$ cat src/rtl/snake_engine.sv
// snake_engine: grid snake game core (IDLE/RUN/OVER) with a combinational cell renderer.
module snake_engine #(
  parameter int          GRID_W      = 64,
  parameter int          GRID_H      = 48,
  parameter int          CELL_SIZE   = 10,
  parameter int          MAX_LEN     = 16,
  parameter int          INIT_LEN    = 3,
  parameter int          WRAP_MODE   = 0,
  parameter logic [11:0] SNAKE_COLOR = 12'h0F0,
  parameter logic [11:0] HEAD_COLOR  = 12'h080,
  parameter logic [11:0] FOOD_COLOR  = 12'hF00,
  parameter logic [11:0] BACKGROUND  = 12'hFFF,
  parameter logic [11:0] DEAD_COLOR  = 12'hF80,
  localparam int         XW          = $clog2(GRID_W),
  localparam int         YW          = $clog2(GRID_H),
  localparam int         LW          = $clog2(MAX_LEN + 1)
) (
  input  logic          clk_100MHz,
  input  logic          reset,
  input  logic          start,
  input  logic          game_tick,
  input  logic [1:0]    snake_direction,
  input  logic [XW-1:0] food_x,
  input  logic [YW-1:0] food_y,
  input  logic          video_on,
  input  logic [9:0]    x,
  input  logic [9:0]    y,
  output logic [11:0]   rgb,
  output logic [7:0]    score,
  output logic [LW-1:0] snake_length,
  output logic          food_eaten,
  output logic          game_over
);
  typedef enum logic [1:0] {S_IDLE, S_RUN, S_OVER} state_t;
  localparam logic [1:0] D_RIGHT = 2'd0, D_UP = 2'd1, D_LEFT = 2'd2, D_DOWN = 2'd3;
  localparam logic [YW-1:0] HY0 = YW'(GRID_H / 2);

  state_t        r_state, w_next;
  logic [XW-1:0] r_sx [MAX_LEN];
  logic [YW-1:0] r_sy [MAX_LEN];
  logic [LW-1:0] r_len;
  logic [7:0]    r_score;
  logic          r_eaten, r_over;
  logic [1:0]    r_cur, r_pend;
  logic [XW-1:0] w_nx;
  logic [YW-1:0] w_ny;
  logic          w_wall, w_self, w_grow, w_hit;
  logic          w_food_px, w_head_px, w_body_px, w_in_area;

  // pixel-in-cell test against cell edges, so no divider is needed
  function automatic logic in_cell(input logic [9:0] p, input logic [9:0] c);
    logic [15:0] lo;
    lo = 16'(c) * 16'(CELL_SIZE);
    return (16'(p) >= lo) && (16'(p) < lo + 16'(CELL_SIZE));
  endfunction

  // next head position from the pending direction, with wall detection or wrap
  always_comb begin
    w_nx   = r_sx[0];
    w_ny   = r_sy[0];
    w_wall = 1'b0;
    case (r_pend)
      D_RIGHT: if (r_sx[0] == XW'(GRID_W - 1)) begin w_wall = (WRAP_MODE == 0); w_nx = '0; end
               else w_nx = r_sx[0] + XW'(1);
      D_UP:    if (r_sy[0] == '0) begin w_wall = (WRAP_MODE == 0); w_ny = YW'(GRID_H - 1); end
               else w_ny = r_sy[0] - YW'(1);
      D_LEFT:  if (r_sx[0] == '0) begin w_wall = (WRAP_MODE == 0); w_nx = XW'(GRID_W - 1); end
               else w_nx = r_sx[0] - XW'(1);
      default: if (r_sy[0] == YW'(GRID_H - 1)) begin w_wall = (WRAP_MODE == 0); w_ny = '0; end
               else w_ny = r_sy[0] + YW'(1);
    endcase
  end

  // self-collision: the tail cell is free unless this move grows the snake
  always_comb begin
    w_grow = (w_nx == food_x) && (w_ny == food_y);
    w_self = 1'b0;
    for (int i = 1; i < MAX_LEN; i++)
      if (i < int'(r_len) && (w_grow || i != int'(r_len) - 1) &&
          r_sx[i] == w_nx && r_sy[i] == w_ny)
        w_self = 1'b1;
    w_hit = w_wall | w_self;
  end

  // state register
  always_ff @(posedge clk_100MHz or posedge reset) begin
    if (reset) r_state <= S_IDLE;
    else       r_state <= w_next;
  end

  // next-state logic; start only matters outside RUN
  always_comb begin
    w_next = r_state;
    case (r_state)
      S_IDLE:  if (start) w_next = S_RUN;
      S_RUN:   if (game_tick && w_hit) w_next = S_OVER;
      S_OVER:  if (start) w_next = S_RUN;
      default: w_next = S_IDLE;
    endcase
  end

  // snake body, direction, length, score and status flags
  always_ff @(posedge clk_100MHz or posedge reset) begin
    if (reset) begin
      for (int i = 0; i < MAX_LEN; i++) begin
        r_sx[i] <= XW'(GRID_W / 2 - i);
        r_sy[i] <= HY0;
      end
      r_len   <= LW'(INIT_LEN);
      r_score <= '0;
      r_eaten <= 1'b0;
      r_over  <= 1'b0;
      r_cur   <= D_RIGHT;
      r_pend  <= D_RIGHT;
    end else begin
      r_eaten <= 1'b0;
      if (r_state != S_RUN && start) begin
        for (int i = 0; i < MAX_LEN; i++) begin
          r_sx[i] <= XW'(GRID_W / 2 - i);
          r_sy[i] <= HY0;
        end
        r_len   <= LW'(INIT_LEN);
        r_score <= '0;
        r_over  <= 1'b0;
        r_cur   <= D_RIGHT;
        r_pend  <= D_RIGHT;
      end else if (r_state == S_RUN) begin
        // a direct reversal of the current heading is dropped
        if (snake_direction != (r_cur ^ 2'b10)) r_pend <= snake_direction;
        if (game_tick) begin
          r_cur <= r_pend;
          if (w_hit) begin
            r_over <= 1'b1;
          end else begin
            // shift the whole store; entries past the length are never rendered
            for (int i = MAX_LEN - 1; i > 0; i--) begin
              r_sx[i] <= r_sx[i-1];
              r_sy[i] <= r_sy[i-1];
            end
            r_sx[0] <= w_nx;
            r_sy[0] <= w_ny;
            if (w_grow) begin
              if (r_len != LW'(MAX_LEN)) r_len <= r_len + LW'(1);
              if (r_score != 8'hFF) r_score <= r_score + 8'd1;
              r_eaten <= 1'b1;
            end
          end
        end
      end
    end
  end

  // renderer: food over head over body over background; dead snake recoloured
  always_comb begin
    w_in_area = (16'(x) < 16'(GRID_W * CELL_SIZE)) && (16'(y) < 16'(GRID_H * CELL_SIZE));
    w_food_px = in_cell(x, 10'(food_x)) && in_cell(y, 10'(food_y));
    w_head_px = in_cell(x, 10'(r_sx[0])) && in_cell(y, 10'(r_sy[0]));
    w_body_px = 1'b0;
    for (int i = 1; i < MAX_LEN; i++)
      if (i < int'(r_len) && in_cell(x, 10'(r_sx[i])) && in_cell(y, 10'(r_sy[i])))
        w_body_px = 1'b1;
    rgb = 12'h000;
    if (video_on && w_in_area) begin
      if (w_food_px)      rgb = FOOD_COLOR;
      else if (w_head_px) rgb = (r_state == S_OVER) ? DEAD_COLOR : HEAD_COLOR;
      else if (w_body_px) rgb = (r_state == S_OVER) ? DEAD_COLOR : SNAKE_COLOR;
      else                rgb = BACKGROUND;
    end
  end

  assign score        = r_score;
  assign snake_length = r_len;
  assign food_eaten   = r_eaten;
  assign game_over    = r_over;
endmodule

$ cat config.mk
export PLATFORM = sky130hd
export DESIGN_NAME = snake_engine
export DESIGN_NICKNAME = d
export VERILOG_FILES = /design/src/rtl/snake_engine.sv
export SDC_FILE = /design/constraint.sdc
export NUM_CORES = 2
export LEC_CHECK = 0
export CAP_MARGIN = 20
export CORE_MARGIN = 4
export CORE_UTILIZATION = 45
export DETAILED_ROUTE_END_ITERATION = 10
export GPL_TIMING_DRIVEN = 1
export PLACE_DENSITY_LB_ADDON = 0.25
export SYNTH_ARGS = -nofsm -noshare
export SYNTH_HDL_FRONTEND = slang
export SYNTH_SLANG_ARGS = --single-unit
$ cat constraint.sdc
create_clock -name clk_100MHz -period 8.96 [get_ports clk_100MHz]
set_input_delay 1.792 -clock clk_100MHz [delete_from_list [all_inputs] [get_ports clk_100MHz]]
set_output_delay 1.792 -clock clk_100MHz [all_outputs]
set_load 0.02 [all_outputs]
==> flow_summary.rst <==
.. list-table::
   :header-rows: 1

   * - Metric
     - Value
   * - Status
     - finished clean
   * - Hold/Removal Path Class
     - reg2reg
   * - Gate Count Post-Synth
     - 4299
   * - Sw Ratio
     - 52.2%
   * - Most used cells in the layout excluding fill and tap cells
     - ha_1 (923), inv_1 (411), xnor2_1 (408)
   * - Switching Power
     - 7.75 mW
   * - Vert. Die Dim
     - ~290 um
   * - Slowest CP cell
     - clkdlybuf4s50_1
   * - Pin count of the biggest net entering global routing
     - 205
   * - DRC
     - 0
   * - Internal reg-to-reg setup slack
     - 2210 ps
   * - Via count of the first global-routing pass
     - 29698
   * - Leakage component of the power
     - 18.4 nW
   * - Antenna diode count
     - 0
   * - Final Hold Viols
     - 0
   * - Final Worst Setup Slack
     - approximately 540 ps
   * - Primary flip-flop cell chosen by synthesis mapping
     - dfrtp_1
   * - Number of distinct library cells after synthesis
     - 86
   * - Initial core utilization
     - a little under half
   * - Tmin final
     - 8420 ps
   * - Overall power consumption
     - 14.8 mW
   * - Total Neg Setup Slack
     - 0 ps
   * - Floorplan core area
     - around 79000 um2
   * - CTS tree
     - yes
   * - List of cells traversed by the critical path
     - clkdlybuf4s50_1 > ha_1 > ha_1 > inv_1 > fa_1 > xnor2_1 > inv_1 > or3_1 > nor2_1 > xnor2_1 > ha_1 > o21a_1 > o21ai_0 > nand2b_1 > a211oi_1 > and4_1 > o31a_1 > clkdlybuf4s50_1
   * - Clock insertion delay at the later pin of the skew report
     - 600 ps
   * - Max Clock Freq
     - 119 MHz
   * - Flops & latches, synth
     - 213
   * - TritonCTS Buffers
     - 29
   * - Fraction of registers with async set or reset after synthesis
     - between 90% and 100%
   * - Number of placed cells counting well taps
     - approximately 5400
   * - Layout cells sized above 1
     - 5.71%
   * - Count of hold-fix buffers inserted at cts
     - 0
   * - Maximum VDD drop
     - 0.193 mV
   * - Sequential fraction of design power
     - 14.4%
   * - Crit share post-route
     - 94.0%
   * - Mapped Avg Cell Area
     - between 8 and 9 um2
   * - Final ANT Viol Nets
     - 0
   * - Internal
     - 7.09 mW
   * - Count of flip-flops with a built-in enable after synthesis
     - 0
   * - GRT overflow
     - 0
   * - Setup slack at placement
     - between 500 and 600 ps
   * - First DRT Iteration DRCs
     - 2033
   * - Total via count in the routed design
     - 31178
   * - X dimension of the die
     - 290 um
   * - All-layer global routing usage
     - 26.4%
   * - Setup repair after global routing missed its margin
     - false
   * - Tightest slew margin relative to the limit
     - between 15 and 20%
   * - Syn Std Cell Area
     - ~36000 um2
   * - Classification of the worst setup path
     - in2out
   * - Number of warnings reported in the yosys synthesis log
     - 0
   * - Count of placed standard cells in the final layout, fillers left out
     - 5409
   * - Number of gates resized after cts
     - 0
   * - Max Transition Viols Final
     - 0
   * - Number of buffers on the longest clock path
     - 3
   * - Number of vias per cell
     - 5.76
   * - Gp weighted congestion
     - 0.954
   * - Worst-Margin Slew
     - approximately 1200 ps
   * - Element type at the critical path start
     - primary input
   * - Most common cell after layout, fill and taps aside
     - ha_1
   * - Number of buffers inserted to repair setup after CTS
     - 0
   * - Family with the most delay on the worst path
     - buffers and inverters
   * - Number of antenna violations at the first check in global routing
     - 3
   * - Finish-stage setup viols
     - 0
   * - Critical Path AT
     - 6630 ps
   * - Cell at the root of the clock tree
     - clkbuf_16
   * - Largest fanout of any net on the critical path
     - 5
   * - Clock transition time at the flip-flop clock pins of the worst setup and hold paths
     - about 60 ps
   * - Proportion of power drawn by combinational gates
     - 77.2%
   * - Cell occurring most often along the worst timing path
     - ha_1
   * - Part of the power in the clock network
     - 8.4%
   * - Routed wirelength normalized by instance count
     - 21.1 um
   * - # nets final
     - 5333
   * - Die outline area
     - 84300 um2
   * - TritonCTS Sinks
     - 213
   * - Worst path buffer plus inverter count
     - 4
   * - Data required time of the critical path
     - 7170 ps
   * - Wire length of the first global-routing pass
     - 178000 um
   * - H-tree depth
     - 1
   * - Detailed Route WL
     - between 100000 and 150000 um
   * - Syn_nets
     - 5295
   * - Detailed-routing iteration count for the pre-antenna-repair pass
     - 6
   * - DP Wirelength
     - 88000 um
   * - Fin util
     - between 40% and 50%
   * - Clock skew after layout
     - approximately 35 ps
   * - Port Buffer Count
     - 65
   * - Max-cap violations
     - 0
   * - Part of the Yosys area used for sequential elements
     - 15.1%
   * - Top-level port count
     - 66
   * - Power per cell area
     - 383 nW/um2
   * - Critical path's largest stage delay
     - ~630 ps
   * - Synth-to-Final Area Change
     - 8.02%
   * - Num rows
     - 103
   * - Critical Path Sink Type
     - output port
## logic make-up (layout without fill, tap and decap cells)
kind of cell / after synthesis / in the layout / share of synthesized area (%)
fa+ha+maj: 959 / 959 / 34.1
mux: 7 / 7 / 0.206
xor+xnor: 478 / 478 / 11.7
flops: 213 / 213 / 15.1
compound gates: 1084 / 1084 / 18.6
buf+inv: 539 / 599 / 6.08
simple gates: 1019 / 1019 / 14.2
## cell type report
class                      count  area, um2
timing repair buffer         133       1140
inverter                     413       1560
fill                        7679      40200
multi-input combinational   3547      28300
sequential                   213       5430
clock buffer                  41        841
clock inverter                12        148
tap                         1050       1310
## synthesized netlist by cell type, drive strengths merged (6+ instances only)
cell type	instances	area share [%]
a2111oi	10	0.26
a211oi	12	0.25
a21o	148	3.1
a21oi	284	4.0
a221oi	6	0.15
a22oi	8	0.17
a31oi	26	0.45
and2	36	0.63
buf	68	1.2
clkbuf	58	0.61
dfrtp	131	9.1
dfstp	82	6.0
fa	34	1.9
ha	923	32
inv	413	4.3
nand2	311	3.3
nand2b	36	0.63
nand3	101	1.4
nand4	23	0.40
nor2	167	1.7
nor2b	96	1.7
nor3	107	1.5
nor3b	6	0.13
nor4	43	0.78
nor4b	6	0.18
o2111ai	15	0.38
o211ai	9	0.19
o21a	118	2.5
o21ai	333	4.7
o22ai	6	0.12
o31ai	64	1.3
or2	6	0.10
or3	42	0.73
or4	16	0.35
xnor2	408	10
xor2	70	1.7
## power groups by stage
stage	Sequential [mW]	Clock, mW	Combinational [mW]
5_1_grt	2.18	1.30	13.0
6_report	2.14	1.25	11.5
2_1_floorplan	1.76	0	8.78
3_5_place_dp	2.13	0	11.3
4_1_cts	2.12	1.26	11.4
3_3_place_gp	2.13	0	11.0
## registers in the layout (all words and copies together) (netlist names)
| signal | cells |
|---|---|
| r_cur | 2 |
| r_pend | 2 |
| r_sy | 96 |
| game_over | 1 |
| score | 8 |
| food_eaten | 1 |
| snake_length | 5 |
| r_state | 2 |
| r_sx | 96 |
## layer usage
| metal | global-route usage, % | up-vias | share of wire [%] |
|---|---|---|---|
| met3 | 3.21 | 195 | 6.9 |
| met2 | 40.7 | 980 | 42 |
| met5 | 0 | - | 0.019 |
| met4 | 7.29 | 4 | 3.5 |
| met1 | 38.9 | 14715 | 47 |
| li1 | - | 15284 | - |
## worst paths after layout
check | from | endpoint | cells past startpoint
setup / recovery | food_x[1] | rgb[11] | 18
hold / removal | game_over$_DFFE_PP0P_ | game_over$_DFFE_PP0P_ | 1
setup reg to reg | r_pend[0]$_DFFE_PP0P_ | r_sy[2]$_DFFE_PP0P_ | 14
hold reg to reg | game_over$_DFFE_PP0P_ | game_over$_DFFE_PP0P_ | 1
max in group asynchronous | reset | r_sy[38]$_DFFE_PP0P_ | 3
min in group asynchronous | reset | r_sx[92]$_DFFE_PP0P_ | 2
## per-stage QoR
stage / hold WS, ps / area [um2]
2_1_floorplan: 469 / 35900
3_3_place_gp: 473 / 37800
3_5_place_dp: 482 / 37800
4_1_cts: 496 / 38800
5_1_grt: 527 / 38800
6_report: 493 / 38800
(Power assumes the default switching activity.)
